`config.mk`:
```
export PLATFORM = sky130hd
export DESIGN_NAME = hdlc_tx_scheduler
export DESIGN_NICKNAME = d
export VERILOG_FILES = /design/src/rtl/hdlc_tx_scheduler.sv
export SDC_FILE = /design/constraint.sdc
export NUM_CORES = 1
export LEC_CHECK = 0
export BUFFER_PORTS_ARGS = -buffer_cell sky130_fd_sc_hd__buf_2
export CORE_ASPECT_RATIO = 1.2
export CORE_MARGIN = 4
export CORE_UTILIZATION = 25
export CTS_BUF_LIST = sky130_fd_sc_hd__clkbuf_4 sky130_fd_sc_hd__clkbuf_8
export DETAILED_ROUTE_END_ITERATION = 16
export GPL_TIMING_DRIVEN = 0
export PLACE_DENSITY = 0.48
export SLEW_MARGIN = 20
export SYNTH_ARGS = -nofsm -noshare
export SYNTH_HDL_FRONTEND = slang
export SYNTH_SLANG_ARGS = --single-unit
```
`constraint.sdc`:
```
create_clock -name Clk -period 3.8 [get_ports Clk]
set_input_delay 0 -clock Clk [delete_from_list [all_inputs] [get_ports Clk]]
set_output_delay 0 -clock Clk [all_outputs]
set_load 0.02 [all_outputs]
```
`src/rtl/hdlc_tx_scheduler.sv`:
```
// hdlc_tx_scheduler: round-robin scheduler sharing one HDLC transmitter between
// two byte-stream requesters. Each frame goes into the core Tx buffer over the
// register bus. The scheduler then enables transmission and polls Tx_SC for Tx_Done.
// Optional feature macro: HDLC_TXSCHED_ABORT_EN (Abort input, ABORT/DRAIN states,
// Aborted pulse). Without it Abort is ignored and Aborted is tied low.
module hdlc_tx_scheduler #(
  parameter int unsigned MAX_LEN      = 126,
  parameter int unsigned POLL_HOLDOFF = 4
) (
  input  logic        Clk,
  input  logic        Rst,
  input  logic [1:0]  Req_Valid,
  input  logic [15:0] Req_Data,
  input  logic [1:0]  Req_Last,
  output logic [1:0]  Req_Ready,
  input  logic        Abort,
  output logic        Busy,
  output logic        Grant_Id,
  output logic        Done,
  output logic        Aborted,
  output logic        Overlength,
  output logic [2:0]  Address,
  output logic        WriteEnable,
  output logic        ReadEnable,
  output logic [7:0]  DataIn,
  input  logic [7:0]  DataOut
);

  localparam int unsigned CNT_W  = 7;
  localparam int unsigned HOLD_W = (POLL_HOLDOFF > 1) ? $clog2(POLL_HOLDOFF) : 1;

  localparam logic [2:0] ADDR_TX_SC   = 3'd0;
  localparam logic [2:0] ADDR_TX_BUFF = 3'd1;
  localparam logic [7:0] TX_ENABLE    = 8'h02;
`ifdef HDLC_TXSCHED_ABORT_EN
  localparam logic [7:0] TX_ABORT     = 8'h04;
`endif

  typedef enum logic [2:0] {
    IDLE     = 3'd0,
    LOAD     = 3'd1,
    START    = 3'd2,
    HOLD     = 3'd3,
    POLL_RD  = 3'd4,
    POLL_CHK = 3'd5
`ifdef HDLC_TXSCHED_ABORT_EN
    ,
    ABORT    = 3'd6,
    DRAIN    = 3'd7
`endif
  } state_t;

  state_t              r_state;
  logic                r_ptr;
  logic                r_grant;
  logic [1:0]          r_req_ready;
  logic                r_busy;
  logic                r_done;
  logic                r_ovl;
  logic                r_ovl_seen;
  logic [2:0]          r_addr;
  logic                r_we;
  logic                r_re;
  logic [7:0]          r_din;
  logic [CNT_W-1:0]    r_count;
  logic [HOLD_W-1:0]   r_hold;

  logic                w_rr_pick;
  logic                w_accept;
  logic                w_sel_last;
  logic [7:0]          w_sel_data;

  // Requester selection and handshake decode
  assign w_rr_pick  = Req_Valid[r_ptr] ? r_ptr : ~r_ptr;
  assign w_accept   = |(r_req_ready & Req_Valid);
  assign w_sel_last = r_grant ? Req_Last[1] : Req_Last[0];
  assign w_sel_data = r_grant ? Req_Data[15:8] : Req_Data[7:0];

`ifdef HDLC_TXSCHED_ABORT_EN
  logic r_aborted;
  logic r_drain;
  logic w_abort;
  logic w_unused;

  // Abort is only honoured while a frame is being loaded or transmitted
  assign w_abort  = Abort && (r_state inside {LOAD, START, HOLD, POLL_RD, POLL_CHK});
  assign w_unused = ^DataOut[7:1];
  assign Aborted  = r_aborted;
`else
  logic w_unused;

  assign w_unused = ^{DataOut[7:1], Abort};
  assign Aborted  = 1'b0;
`endif

  assign Req_Ready   = r_req_ready;
  assign Busy        = r_busy;
  assign Grant_Id    = r_grant;
  assign Done        = r_done;
  assign Overlength  = r_ovl;
  assign Address     = r_addr;
  assign WriteEnable = r_we;
  assign ReadEnable  = r_re;
  assign DataIn      = r_din;

  // Scheduler FSM with registered bus strobes and status pulses
  always_ff @(posedge Clk or negedge Rst) begin
    if (!Rst) begin
      r_state     <= IDLE;
      r_ptr       <= 1'b0;
      r_grant     <= 1'b0;
      r_req_ready <= 2'b00;
      r_busy      <= 1'b0;
      r_done      <= 1'b0;
      r_ovl       <= 1'b0;
      r_ovl_seen  <= 1'b0;
      r_addr      <= 3'd0;
      r_we        <= 1'b0;
      r_re        <= 1'b0;
      r_din       <= 8'h00;
      r_count     <= '0;
      r_hold      <= '0;
`ifdef HDLC_TXSCHED_ABORT_EN
      r_aborted   <= 1'b0;
      r_drain     <= 1'b0;
`endif
    end else begin
      r_we   <= 1'b0;
      r_re   <= 1'b0;
      r_done <= 1'b0;
      r_ovl  <= 1'b0;
`ifdef HDLC_TXSCHED_ABORT_EN
      r_aborted <= 1'b0;
      if (w_abort) begin
        // A byte accepted alongside Abort is consumed but never written
        r_state <= ABORT;
        r_we    <= 1'b1;
        r_addr  <= ADDR_TX_SC;
        r_din   <= TX_ABORT;
        if ((r_state == LOAD) && !(w_accept && w_sel_last)) begin
          r_drain <= 1'b1;
        end else begin
          r_drain     <= 1'b0;
          r_req_ready <= 2'b00;
        end
      end else
`endif
      begin
        case (r_state)
          IDLE: begin
            if (|Req_Valid) begin
              r_grant     <= w_rr_pick;
              r_req_ready <= w_rr_pick ? 2'b10 : 2'b01;
              r_busy      <= 1'b1;
              r_count     <= '0;
              r_ovl_seen  <= 1'b0;
              r_state     <= LOAD;
            end
          end
          LOAD: begin
            if (w_accept) begin
              if (r_count < CNT_W'(MAX_LEN)) begin
                r_we    <= 1'b1;
                r_addr  <= ADDR_TX_BUFF;
                r_din   <= w_sel_data;
                r_count <= r_count + CNT_W'(1);
              end else if (!r_ovl_seen) begin
                r_ovl      <= 1'b1;
                r_ovl_seen <= 1'b1;
              end
              if (w_sel_last) begin
                r_req_ready <= 2'b00;
                r_state     <= START;
              end
            end
          end
          START: begin
            r_we    <= 1'b1;
            r_addr  <= ADDR_TX_SC;
            r_din   <= TX_ENABLE;
            r_hold  <= '0;
            r_state <= HOLD;
          end
          HOLD: begin
            if (r_hold == HOLD_W'(POLL_HOLDOFF - 1)) begin
              r_re    <= 1'b1;
              r_addr  <= ADDR_TX_SC;
              r_state <= POLL_RD;
            end else begin
              r_hold <= r_hold + HOLD_W'(1);
            end
          end
          POLL_RD: begin
            r_state <= POLL_CHK;
          end
          POLL_CHK: begin
            if (DataOut[0]) begin
              r_done  <= 1'b1;
              r_busy  <= 1'b0;
              r_ptr   <= ~r_ptr;
              r_state <= IDLE;
            end else begin
              r_re    <= 1'b1;
              r_addr  <= ADDR_TX_SC;
              r_state <= POLL_RD;
            end
          end
`ifdef HDLC_TXSCHED_ABORT_EN
          ABORT: begin
            if (r_drain && !(w_accept && w_sel_last)) begin
              r_state <= DRAIN;
            end else begin
              r_aborted   <= 1'b1;
              r_req_ready <= 2'b00;
              r_busy      <= 1'b0;
              r_ptr       <= ~r_ptr;
              r_drain     <= 1'b0;
              r_state     <= IDLE;
            end
          end
          DRAIN: begin
            if (w_accept && w_sel_last) begin
              r_aborted   <= 1'b1;
              r_req_ready <= 2'b00;
              r_busy      <= 1'b0;
              r_ptr       <= ~r_ptr;
              r_drain     <= 1'b0;
              r_state     <= IDLE;
            end
          end
`endif
          default: begin
            r_req_ready <= 2'b00;
            r_busy      <= 1'b0;
            r_state     <= IDLE;
          end
        endcase
      end
    end
  end

endmodule
```
Yosys cells after proc, flatten, opt, wreduce, memory -nomap -nowiden
Cells that the tools add are included.

Multiplexer cells: 49. Bitwise operators: 4. Add/sub/neg operators: 2. Magnitude comparators: 2. Reduce and logical (&&, ||, !) cells: 19. Equality and inequality tests: 15.

Operators by type and width (count): two-way mux 3 bit (9); two-way mux 8 bit (3); two-way mux 7 bit (3); two-way mux 1 bit (19); != test 2 bit, second input constant (9); one-hot mux 3 bit (6 select lines) (1); one-hot mux 8 bit (2 select lines) (1); AND reduction 4 bit (4); one-hot mux 7 bit (2 select lines) (1); one-hot mux 3 bit (4 select lines) (1); two-way mux 2 bit (5); OR reduction 4 bit (2); adder 7 x 1 -> 7 bit, second input constant (1); < comparator 7 bit, second input constant (1); equality test 3 x 2 -> 1 bit, second input constant (2); equality test 3 bit, second input constant (2); one-hot mux 1 bit (2 select lines) (3); one-hot mux 2 bit (3 select lines) (1); AND reduction 2 bit (3); AND reduction 3 bit (2); nonzero test 2 bit (3); AND reduction 5 bit (1); one-hot mux 2 bit (2 select lines) (1); nonzero test 4 bit (1); other kinds (9) (12).

Register bits after elaboration: 33. Output and inout port bits: 20.

Depth between registers and ports, before layout
Gate-level depths: netlist (run 1).

Word-level depth: 6. Depth in mapped cells: 6.

Worst setup path after synthesis (run 1)
Ideal clock, no wire load.

Kind: register to register. Start point: register r_req_ready[0], in the netlist Req_Ready[0]. End point: register r_req_ready[1], in the netlist Req_Ready[1]. Clock period less this slack: 1.563 ns. Library setup time: 0.125 ns. Required time: 3.675 ns. Path slack: 2.237 ns. Stages on the path, launching flop included: 5. Arrival time: 1.438 ns. Cells stage by stage: dfrtp_1 a22oi_1 a2111oi_2 o21ai_2 mux2_4.

Longest elaborated chain between the ends: 4.

RTL lines: start: declaration (RTL line 56) `logic [1:0] r_req_ready;`; start signal: assignment (RTL line 153) `r_req_ready <= w_rr_pick ? 2'b10 : 2'b01;`; bitwise AND 2 bit (RTL line 75) `assign w_accept = |(r_req_ready & Req_Valid);`; OR reduction 2 bit (RTL line 75); != test 2 bit (no line); AND reduction 4 bit (no line).

Every way passes these cells. A chain may end at the register's enable or synchronous reset.

Worst setup path in the final report (run 1)
Start point: register r_state[2]. End point: register r_count[4].

Longest elaborated chain between the ends: 3. Elaborated cells on any way between the ends: 8. Classes of those cells: eq/ne (4); mux (1); reduce/logical (3).

RTL lines: start: declaration (RTL line 53) `state_t r_state;`; start signal: assignment (RTL line 109) `r_state <= IDLE;`; start signal: assignment (RTL line 157) `r_state <= LOAD;`; start signal: assignment (RTL line 173) `r_state <= START;`; equality test 3 x 1 -> 1 bit or zero test 3 bit (tied branches) (RTL line 149) `case (r_state)`; != test 2 bit (no line) or nonzero test 2 bit (tied branches); AND reduction 4 bit (no line); end signal: assignment (RTL line 166) `r_count <= r_count + CNT_W'(1);`; end: declaration (RTL line 65) `logic [CNT_W-1:0] r_count;`.

Several ways; a longest one is shown, not always the timed one.

==> parameters.txt, run 1 <==
Parameter                              Value

Route
  Total Wirelength    roughly 4000 µm
  Detailed-route via count    approximately 1400
  Final routed DRC violation total    0
  Final routed wire length divided by cell count    ~13 µm
  1st-pass router iterations    4
  Number of vias per cell    approximately 4.7
  Antenna-violating nets left    0
  Number of design-rule violations left by the first detailed-router iteration    between 100 and 150

Final layout
  Number of inserted diodes    0
  Commonest non-fill, non-tap cell in the layout    sky130_fd_sc_hd__buf_2
  Layout fillers    between 600 and 700
  Synthesis-to-layout area growth    26.3%
  Net total in the final layout    between 200 and 300
  Storage cell area    between 700 and 800 µm²
  Most frequent cells in the layout    sky130_fd_sc_hd__buf_2, sky130_fd_sc_hd__dfrtp_1, sky130_fd_sc_hd__nand2_1
  Multi-input combinational cell area    801 µm²
  Share of the core filled with cells in the final layout    between 30% and 40%
  Post-route cell area    ~2100 µm²
  Share of cells above drive strength 1    between 20% and 30%

STA
  Worst rel slew slack    between 50 and 60%
  Period utilization    44.2%
  Total Negative Setup Slacks    0 ns
  Worst clock skew on the final layout    a little over 0.005 ns
  FMAX    between 0.5 and 0.6 GHz
  Min Tclk post-route    ~1.7 ns
  Worst hold margin    0.00768 ns
  Transition at the pin with the smallest max-transition slack    0.694 ns
  Final Setup Violations    0
  Final Slew Violations    0
  Count of final hold-check violations    0
  RSZ-0062 raised after global routing    no

Clock network
  CTS sink cnt    31
  Number of buffers on the longest clock path    2
  Number of H-tree levels    2
  Post-cts gate resize count    0
  Later-pin clock latency in the skew report    around 0.28 ns
  Post-CTS clock slew at the launch and capture registers of the worst setup and hold paths    approximately 0.06 ns
  Setup Fix Bufs, Post-CTS    0
  Clock tree from TritonCTS    built
  CTS buffer count    5
  Root cell of the clock tree    sky130_fd_sc_hd__clkbuf_8

Synth
  Post-Syn Area per Cell    9.85 µm²
  EDFF count, synth    0
  Dominant register cell in the synthesized netlist    sky130_fd_sc_hd__dfrtp_1
  Netlist cell types    43
  Cell area after synthesis    1670 µm²
  Sequential fraction of the synthesis area    between 40 and 50%
  Flip-flop and latch count after synthesis    31
  Post-Synthesis Cells    between 150 and 200
  Warnings from Yosys    0
  Share of synthesized registers carrying an async set or reset    between 90% and 100%

Setup path
  Crit path capture type    register
  Kind of cell with the highest combined delay on the critical path    compound AO/OA/AOI/OAI gates
  Delay of the slowest cell on the worst path    between 0.4 and 0.5 ns
  Type of element launching the critical path    register
  Setup CP Type    reg2reg
  Cell type of the slowest stage on the worst timing path    sky130_fd_sc_hd__dfrtp_1
  Data arrival at the endpoint of the critical path    between 1.5 and 2 ns
  Buf+Inv Stages, Crit Path    1
  Worst EP required    roughly 4.0 ns
  Critical Path, Cell by Cell    buf_2 > nor2_1 > o21ai_0 > o311ai_1 > o31ai_1
  Critical path peak fanout    10

Power
  Worst VDD drop    ~0.30 mV
  Cell Pwr Density    ~670 nW/µm²
  Leakage power of the design    about 1.0 nW

Placed design
  Routability Congestion    about 0.72
  Port Buffer Count    39
  Total cell area at the placement stage    1970 µm²
  HPWL after DPL    about 3000 µm

Global routing
  Wire length of the first global-routing pass    between 7000 and 8000 µm
  Remaining global-route overflow    0
  Largest net degree at the start of global routing    32
  Total track usage    roughly 11%
  Antenna violations before repair    0
  Vias in the first global route    approximately 1500

Die
  Initial core utilization    25.8%
  Core box area    between 6000 and 7000 µm²
  Chip width    approximately 83 µm
  Die Y    97.4 µm
  Num ports    51
  Cell Rows    32
  Die Outline Area    between 8000 and 9000 µm²

Status
  Result of the run    finished clean

Min path
  Tightest Hold Check Type    in2reg

Run
  Number of maximum-capacitance constraint violations    0
## worst paths after layout
kind / to / from / cells past startpoint / slack, ns
setup reg to reg: r_count[4]$_DFFE_PN0P_ / r_state[2]$_DFFE_PN0P_ / 5 / 2.12
hold / removal: DataIn[6]$_DFFE_PN0P_ / Req_Data[14] / 3 / 0.008
min in group asynchronous: WriteEnable$_DFF_PN0_ / Rst / 2 / 0.29
hold reg to reg: Overlength$_DFF_PN0_ / r_ovl_seen$_DFFE_PN0P_ / 1 / 0.47
max in group asynchronous: DataIn[3]$_DFFE_PN0P_ / Rst / 2 / 3.04
setup / recovery: r_count[4]$_DFFE_PN0P_ / r_state[2]$_DFFE_PN0P_ / 5 / 2.12
## sequential cells by signal, summed over array words and instances, names as in the netlist, 2 cells and up
register / flops
r_hold: 2
r_count: 7
r_state: 3
Req_Ready: 2
DataIn: 8
## worst register-to-register path, stage by stage, from the launching register on
cell                       delay, ns
sky130_fd_sc_hd__dfrtp_1        0.46
sky130_fd_sc_hd__buf_2          0.22
sky130_fd_sc_hd__nor2_1         0.27
sky130_fd_sc_hd__o21ai_0        0.19
sky130_fd_sc_hd__o311ai_1       0.29
sky130_fd_sc_hd__o31ai_1        0.11
## where the power goes
group / leakage [nW] / total, mW / internal, mW / switching, mW
Sequential: 0.399 / 0.508 / 0.432 / 0.0761
Clock: 0.0491 / 0.256 / 0.142 / 0.114
Combinational: 0.548 / 0.647 / 0.274 / 0.374
Total: 0.996 / 1.41 / 0.848 / 0.564
## routing by layer
| layer | track usage, % | part of all wire, % | vias to the layer above |
|---|---|---|---|
| li1 | - | - | 713 |
| met5 | 0 | 0 | - |
| met3 | 2.78 | 3.0 | 6 |
| met2 | 18.0 | 52 | 23 |
| met4 | 4.53 | 1.9 | 0 |
| met1 | 14.1 | 43 | 696 |
## synth_stat cells, types with 3 or more instances
cell type | number | area share (%)
sky130_fd_sc_hd__o31ai_1 | 3 | 1.4
sky130_fd_sc_hd__buf_4 | 7 | 3.2
sky130_fd_sc_hd__nand2_1 | 18 | 4.1
sky130_fd_sc_hd__dfrtp_1 | 31 | 47
sky130_fd_sc_hd__nor2_1 | 12 | 2.7
sky130_fd_sc_hd__inv_1 | 5 | 1.1
sky130_fd_sc_hd__o2bb2ai_1 | 7 | 3.7
sky130_fd_sc_hd__a21oi_1 | 9 | 2.7
sky130_fd_sc_hd__nand3_1 | 12 | 3.6
sky130_fd_sc_hd__nand2b_1 | 4 | 1.5
sky130_fd_sc_hd__o21ai_0 | 10 | 3.0
sky130_fd_sc_hd__a31oi_1 | 4 | 1.5
sky130_fd_sc_hd__mux2i_1 | 10 | 6.0
## cell type report
type	count	share of cell area, %
clock inverters	1	0.238
repair buffers	43	11.2
flip-flops and latches	31	36.9
inverters	5	0.892
well taps	85	5.06
clock buffers	7	3.99
plain buffers	11	3.69
multi-input cells	124	38.1
## cells by family (layout without fill, tap and decap cells)
kind of cell | count (synthesis) | in the layout | synth area share (%)
muxes | 12 | 12 | 7.59
DFF | 31 | 31 | 46.6
xor gates and xnor gates | 1 | 1 | 0.526
adders and majority gates | 2 | 2 | 1.50
AOI/OAI and AO/OA | 49 | 49 | 21.0
and+or+nand+nor | 57 | 57 | 16.8
buffers and inverters | 16 | 67 | 5.78
other | 1 | 3 | 0.225
## metrics by stage
stage	setup WS (ns)	std cells	power (mW)
floorplan	2.24	171	0.975
global placement	2.11	295	1.16
detailed placement	2.11	295	1.16
CTS	2.10	307	1.44
global route	1.99	307	1.53
finish	2.12	307	1.41
## what timing repair did
action,in CTS,in global routing
endpoints found under the hold margin,33,0
hold buffers,4,0
endpoints found under the setup margin,0,0
No activity file was read; power rests on OpenSTA's default activity.
==> inputs of run 2 (changes only) <==
Settings changed: PLACE_DENSITY 0.48 to 0.49.
Clock period 3.8 ns to 1.51 ns, I/O delays scaled along.
==> run 2 against run 1 <==
First-iteration DRC count fell by 17%. Final cell count rose by 2.0%. Total power rose to 2.8 times the previous value. Die area did not move. Sequential power rose to 2.6 times the previous value. Sequential share of layout area fell by 2.6 points. Non-clock buffer count rose by 7. Clock power rose to 2.5 times the previous value. Worst setup slack got worse by 2.1 ns. Critical path type unchanged. Largest power group unchanged.
==> parameters.txt, run 2 (synthesized netlist as in run 1, its figures left out) <==
Parameter                              Value

Route
  Detailed-route via count    1454
  1st-pass router iterations    4
  Antenna-violating nets left    0
  Number of design-rule violations left by the first detailed-router iteration    between 80 and 90
  Total Wirelength    a little over 4000 µm
  Final routed DRC violation total    0
  Final routed wire length divided by cell count    about 13 µm
  Number of vias per cell    4.65

Global routing
  Remaining global-route overflow    0
  Antenna violations before repair    0
  Wire length of the first global-routing pass    roughly 7000 µm
  Largest net degree at the start of global routing    32
  Total track usage    ~11%
  Vias in the first global route    about 1500

Placed design
  Worst setup slack after placement    -0.158 ns
  HPWL after DPL    around 2900 µm
  Port Buffer Count    39
  Routability Congestion    approximately 0.72

STA
  Worst rel slew slack    a little over half
  Transition at the pin with the smallest max-transition slack    0.703 ns
  Final Setup Violations    0
  Count of final hold-check violations    0
  Min Tclk post-route    roughly 1.5 ns
  FMAX    between 0.6 and 0.7 GHz
  RSZ-0062 raised after global routing    yes
  Worst clock skew on the final layout    between 0.005 and 0.006 ns
  Period utilization    between 90 and 100%
  Final setup slack of the worst path    0.0525 ns
  Final Slew Violations    0

Final layout
  Net total in the final layout    261
  Commonest non-fill, non-tap cell in the layout    sky130_fd_sc_hd__buf_2
  Most frequent cells in the layout    sky130_fd_sc_hd__buf_2, sky130_fd_sc_hd__dfrtp_1, sky130_fd_sc_hd__nand2_1
  Synthesis-to-layout area growth    36.7%
  Storage cell area    around 800 µm²
  Number of inserted diodes    0
  Share of cells above drive strength 1    38.6%
  Layout fillers    around 660
  Multi-input combinational cell area    between 800 and 900 µm²
  Number of flip-flops in the largest register    8

Die
  Die Outline Area    between 8000 and 9000 µm²
  Initial core utilization    25.8%
  Core box area    roughly 6400 µm²
  Cell Rows    32
  Chip width    approximately 83 µm
  Die Y    between 90 and 100 µm
  Num ports    51

Min path
  Hold path start    Req_Data[7]
  Tightest Hold Check Type    in2reg

Status
  Result of the run    finished clean

Power
  Total Power    3.91 mW
  Worst VDD drop    0.659 mV
  Cell Pwr Density    around 1700 nW/µm²
  Leakage power of the design    roughly 1.1 nW

Setup path
  Cell type of the slowest stage on the worst timing path    sky130_fd_sc_hd__dfrtp_2
  Worst EP required    between 1.5 and 2 ns
  Start point of the critical path    r_state[2]$_DFFE_PN0P_
  Critical path peak fanout    5
  Critical Path, Cell by Cell    nor3b_4 > nand2_1 > o21ai_2 > mux2_4
  Setup CP Type    reg2reg
  FF-to-FF Start    r_state[2]$_DFFE_PN0P_
  Delay of the slowest cell on the worst path    0.47 ns
  Kind of cell with the highest combined delay on the critical path    flip-flops
  Type of element launching the critical path    register
  Data arrival at the endpoint of the critical path    around 1.6 ns
  Buf+Inv Stages, Crit Path    0
  Crit path capture type    register

Clock network
  Clock tree from TritonCTS    built
  Number of buffers on the longest clock path    2
  CTS buffer count    5
  Post-CTS clock slew at the launch and capture registers of the worst setup and hold paths    ~0.06 ns
  CTS sink cnt    31
  Later-pin clock latency in the skew report    about 0.28 ns
  Root cell of the clock tree    sky130_fd_sc_hd__clkbuf_8
  Number of H-tree levels    2

Run
  Number of maximum-capacitance constraint violations    0
## run 2: power by group
group	switching [mW]	internal, mW
clock network	0.295	0.357
logic	1.03	0.925
registers	0.208	1.09
## run 2: final cells by class
type,instances,share of cell area [%]
tap,85,4.67
inverter,5,0.935
clock inverter,1,0.220
buffer,11,4.29
clock buffer,6,3.63
multi-input combinational,124,39.3
sequential,31,34.3
timing repair buffer,50,12.7
## run 2: worst paths after layout
path | to | slack [ns] | cells past startpoint
worst max-delay path | Req_Ready[1]$_DFFE_PN0P_ | 0.05 | 4
worst min-delay path | DataIn[7]$_DFFE_PN0P_ | 0.02 | 3
worst max register to register | Req_Ready[1]$_DFFE_PN0P_ | 0.05 | 4
worst min register to register | Overlength$_DFF_PN0_ | 0.49 | 1
max in group asynchronous | Req_Ready[1]$_DFFE_PN0P_ | 0.71 | 2
min in group asynchronous | WriteEnable$_DFF_PN0_ | 0.30 | 2
## run 2: repair_timing
action	CTS	global route
hold buffers	3	0
pin swaps	1	5
gates resized for setup	11	16
endpoints found under the setup margin	17	18
endpoints found under the hold margin	32	0
setup buffers	2	6
cloned	0	0
## run 2: stage by stage
stage | instance area (µm²) | utilization (%) | setup TNS, ns | std cells | hold slack [ns]
finish | 2280 | 35.3 | 0 | 313 | 0.0177
global route | 2280 | 35.3 | -0.107 | 313 | 0.0283
CTS | 2150 | 33.3 | 0 | 307 | 0.00844
detailed placement | 1980 | 30.7 | -1.02 | 295 | 0.0968
global placement | 1980 | 30.7 | -1.24 | 295 | 0.0950
floorplan | 1680 | - | 0 | 171 | -0.296
## run 2: worst register-to-register path, cell delays in order (launching register included)
cell                      delay [ns]
sky130_fd_sc_hd__dfrtp_2        0.47
sky130_fd_sc_hd__nor3b_4        0.27
sky130_fd_sc_hd__nand2_1        0.15
sky130_fd_sc_hd__o21ai_2        0.13
sky130_fd_sc_hd__mux2_4         0.32
## run 2: layer usage
layer  vias up  routed length (µm)  share of wire (%)  GRT usage, %
met5         -                   0                  0             0
li1        729                   -                  -             -
met4         0                  73                1.8          4.15
met3         7                 124                3.0          2.60
met1       700                1820                 44          14.1
met2        18                2100                 51          17.8
==> inputs of run 3 (changes only) <==
Settings changed: ABC_AREA set to 1.
==> run 3 against run 2 <==
Final cell count grew 16%. Final area grew 3.4%. Total power grew 17%. Critical endpoint is now DataIn[6]$_DFFE_PN0P_. Area after synthesis grew 3.5%. Clock-buffer cell count shrank 1. Maximum frequency grew 3.8%. Non-clock buffer count grew 2. Flip-flop and latch count is the same. Sequential power is essentially flat.
==> parameters.txt, run 3 <==
Parameter                              Value

Route
  Final routed DRC violation total    0
  DR WL met3    between 100 and 150 µm
  Antenna-violating nets left    0
  1st-pass router iterations    4
  Detail Route met2 WL    approximately 2100 µm
  Highest signal layer in the routed design    met4
  Number of vias per cell    4.17
  Total Wirelength    4220 µm
  Met1 WL    about 1900 µm
  Number of design-rule violations left by the first detailed-router iteration    43
  Detailed-route via count    ~1500
  Final routed wire length divided by cell count    about 12 µm

Setup path
  Cell repeated most along the worst path    sky130_fd_sc_hd__nand2_4
  Type of element launching the critical path    register
  Data arrival at the endpoint of the critical path    roughly 1.6 ns
  Critical Path, Cell by Cell    buf_6 > nor2_4 > nand2_4 > nor2_8 > nand2_4 > buf_8 > nand3_1 > o21ai_2
  Crit path capture type    register
  Setup CP Type    reg2reg
  Cell type of the slowest stage on the worst timing path    sky130_fd_sc_hd__dfrtp_1
  Critical path peak fanout    10
  Delay of the slowest cell on the worst path    ~0.38 ns
  Buf+Inv Stages, Crit Path    2
  Kind of cell with the highest combined delay on the critical path    simple AND/OR/NAND/NOR gates
  Worst EP required    1.69 ns

Clock network
  Number of buffers on the longest clock path    2
  Number of H-tree levels    2
  Later-pin clock latency in the skew report    approximately 0.28 ns
  Clock tree from TritonCTS    built
  CTS buffer count    5
  Post-CTS clock slew at the launch and capture registers of the worst setup and hold paths    about 0.070 ns
  CTS sink cnt    31
  Root cell of the clock tree    sky130_fd_sc_hd__clkbuf_8

Global routing
  Largest net degree at the start of global routing    32
  Wire length of the first global-routing pass    7370 µm
  Antenna violations before repair    0
  Vias in the first global route    ~1600
  Remaining global-route overflow    0
  Total track usage    around 11%

Die
  Cell Rows    32
  Core box area    approximately 6600 µm²
  Die Y    ~99 µm
  Initial core utilization    between 20% and 30%
  Chip width    roughly 84 µm
  Die Outline Area    ~8300 µm²
  Num ports    51

Final layout
  Number of inserted diodes    0
  Number of flip-flops in the largest register    8
  Multi-input combinational cell area    around 850 µm²
  Synthesis-to-layout area growth    36.4%
  Share of cells above drive strength 1    around 29%
  Most frequent cells in the layout    sky130_fd_sc_hd__nand2_1, sky130_fd_sc_hd__buf_2, sky130_fd_sc_hd__dfrtp_1
  Net total in the final layout    309
  Layout fillers    722
  Commonest non-fill, non-tap cell in the layout    sky130_fd_sc_hd__nand2_1
  Storage cell area    around 780 µm²

Status
  Result of the run    finished clean

Synth
  Most common cell in the netlist    sky130_fd_sc_hd__nand2_1
  Post-synth top area share    ~45%
  Cell area after synthesis    1720 µm²
  Post-Syn Area per Cell    8.17 µm²
  Most common library cells after synthesis    sky130_fd_sc_hd__nand2_1, sky130_fd_sc_hd__dfrtp_1, sky130_fd_sc_hd__nor2_1
  Post-Synthesis Cells    between 200 and 250
  Flip-flop and latch count after synthesis    31
  Netlist cell types    33
  Dominant register cell in the synthesized netlist    sky130_fd_sc_hd__dfrtp_1
  Cell type contributing the most total cell area after synthesis    sky130_fd_sc_hd__dfrtp_1
  EDFF count, synth    0
  Sequential fraction of the synthesis area    between 40% and 50%
  Leading post-synthesis cells by cell area    sky130_fd_sc_hd__dfrtp_1, sky130_fd_sc_hd__nand2_1, sky130_fd_sc_hd__nor2_1
  Warnings from Yosys    0
  Share of synthesized registers carrying an async set or reset    between 90% and 100%

Power
  Proportion of power drawn by combinational gates    about half
  Sequential fraction of design power    28.3%
  Worst VDD drop    0.710 mV
  Reported net switching power    around 1.9 mW
  Cell Pwr Density    1940 nW/µm²
  P_int    ~2.6 mW
  Total Power    ~4.6 mW
  Part of the power in the clock network    between 20% and 30%
  Leakage power of the design    approximately 1.2 nW
  Share of total power consumed by net switching    between 40% and 50%

STA
  Min Tclk post-route    1.40 ns
  Worst rel slew slack    53.5%
  Final Slew Violations    0
  Total Negative Setup Slacks    0 ns
  Transition at the pin with the smallest max-transition slack    roughly 0.7 ns
  FMAX    ~0.71 GHz
  Final Setup Violations    0
  Count of final hold-check violations    0
  Period utilization    a little over 90%
  Worst clock skew on the final layout    0.00829 ns

Run
  Number of maximum-capacitance constraint violations    0

Placed design
  Port Buffer Count    39
  Routability Congestion    about 0.79
  HPWL after DPL    slightly above 3000 µm

Min path
  Tightest Hold Check Type    in2reg
## run 3: cell count changes after synthesis, sizes merged, moves of 3 or more
cell	delta
o21ai	+3
nand4	+4
nand2b	-4
nor2	+18
mux2i	-3
a21oi	-8
o2bb2ai	-7
nand3	+3
nand2	+54
inv	+10
a31oi	-3
o31ai	-3
buf	-3
xnor2	+3
## run 3: power groups by stage
stage               Combinational (mW)  Clock (mW)  Sequential [mW]
finish                            2.28       0.985             1.29
detailed placement                2.13           0             1.30
floorplan                         1.36           0             1.49
global placement                  2.12           0             1.30
global route                      2.54        1.04             1.33
CTS                               2.19        1.02             1.29
## run 3: what timing repair did
action | CTS | global route
pin swaps | 0 | 3
setup endpoints to repair | 7 | 19
hold endpoints to repair | 38 | 0
buffers inserted | 0 | 3
resized for setup | 1 | 6
hold buffers | 14 | 0
## run 3: logic make-up (layout without fill, tap and decap cells)
logic type / count (synthesis) / count (layout) / share of synthesized area [%]
other: 1 / 3 / 0.217
AND/OR/NAND/NOR: 125 / 125 / 34.2
AO/OA/AOI/OAI: 19 / 19 / 6.53
adder cells (fa/ha/maj): 2 / 2 / 1.45
multiplexers: 7 / 7 / 4.06
flip-flops: 31 / 31 / 45.0
buffers and inverters: 23 / 87 / 7.04
XOR/XNOR: 3 / 3 / 1.52
## run 3: path summary, 6_finish.rpt
kind	from	end	slack, ns	cells after the start
max	r_state[2]$_DFFE_PN0P_	DataIn[6]$_DFFE_PN0P_	0.11	8
min	Req_Data[11]	DataIn[3]$_DFFE_PN0P_	0.008	3
max reg2reg	r_state[2]$_DFFE_PN0P_	DataIn[6]$_DFFE_PN0P_	0.11	8
min reg2reg	r_ovl_seen$_DFFE_PN0P_	Overlength$_DFF_PN0_	0.47	1
max in group asynchronous	Rst	r_state[1]$_DFFE_PN0P_	0.71	2
min in group asynchronous	Rst	r_ovl_seen$_DFFE_PN0P_	0.31	2
## run 3: worst reg2reg max path, cell delays in order (launching register included)
cell and delay, ns:
sky130_fd_sc_hd__dfrtp_1 0.38, sky130_fd_sc_hd__buf_6 0.15, sky130_fd_sc_hd__nor2_4 0.13, sky130_fd_sc_hd__nand2_4 0.10, sky130_fd_sc_hd__nor2_8 0.14, sky130_fd_sc_hd__nand2_4 0.10
sky130_fd_sc_hd__buf_8 0.16, sky130_fd_sc_hd__nand3_1 0.08, sky130_fd_sc_hd__o21ai_2 0.06
## run 3: final cells by class
| class | instances | share of cell area (%) |
|---|---|---|
| multi-input combinational | 159 | 36.1 |
| sequential | 31 | 33.0 |
| timing repair buffer | 56 | 15.2 |
| tap | 85 | 4.52 |
| clock buffer | 5 | 2.93 |
| clock inverter | 3 | 2.87 |
| inverter | 16 | 2.71 |
| buffer | 7 | 2.61 |
## run 3: through the flow
step	hold slack, ns	cell area, µm²	std cells	setup WS, ns	util, %
floorplan	-0.296	1730	213	0.143	-
global route	0.0127	2350	362	-0.0231	35.8
finish	0.00780	2350	362	0.106	35.8
CTS	0.00724	2310	359	0.00946	35.3
detailed placement	0.0989	2030	337	-0.0245	31.0
global placement	0.0947	2030	337	-0.0206	31.0
## run 3: layer usage
layer  track usage [%]  up-vias
met3              1.84        2
met1              12.5      678
met4              4.70        0
met5                 0        -
li1                  -      799
met2              19.2       32
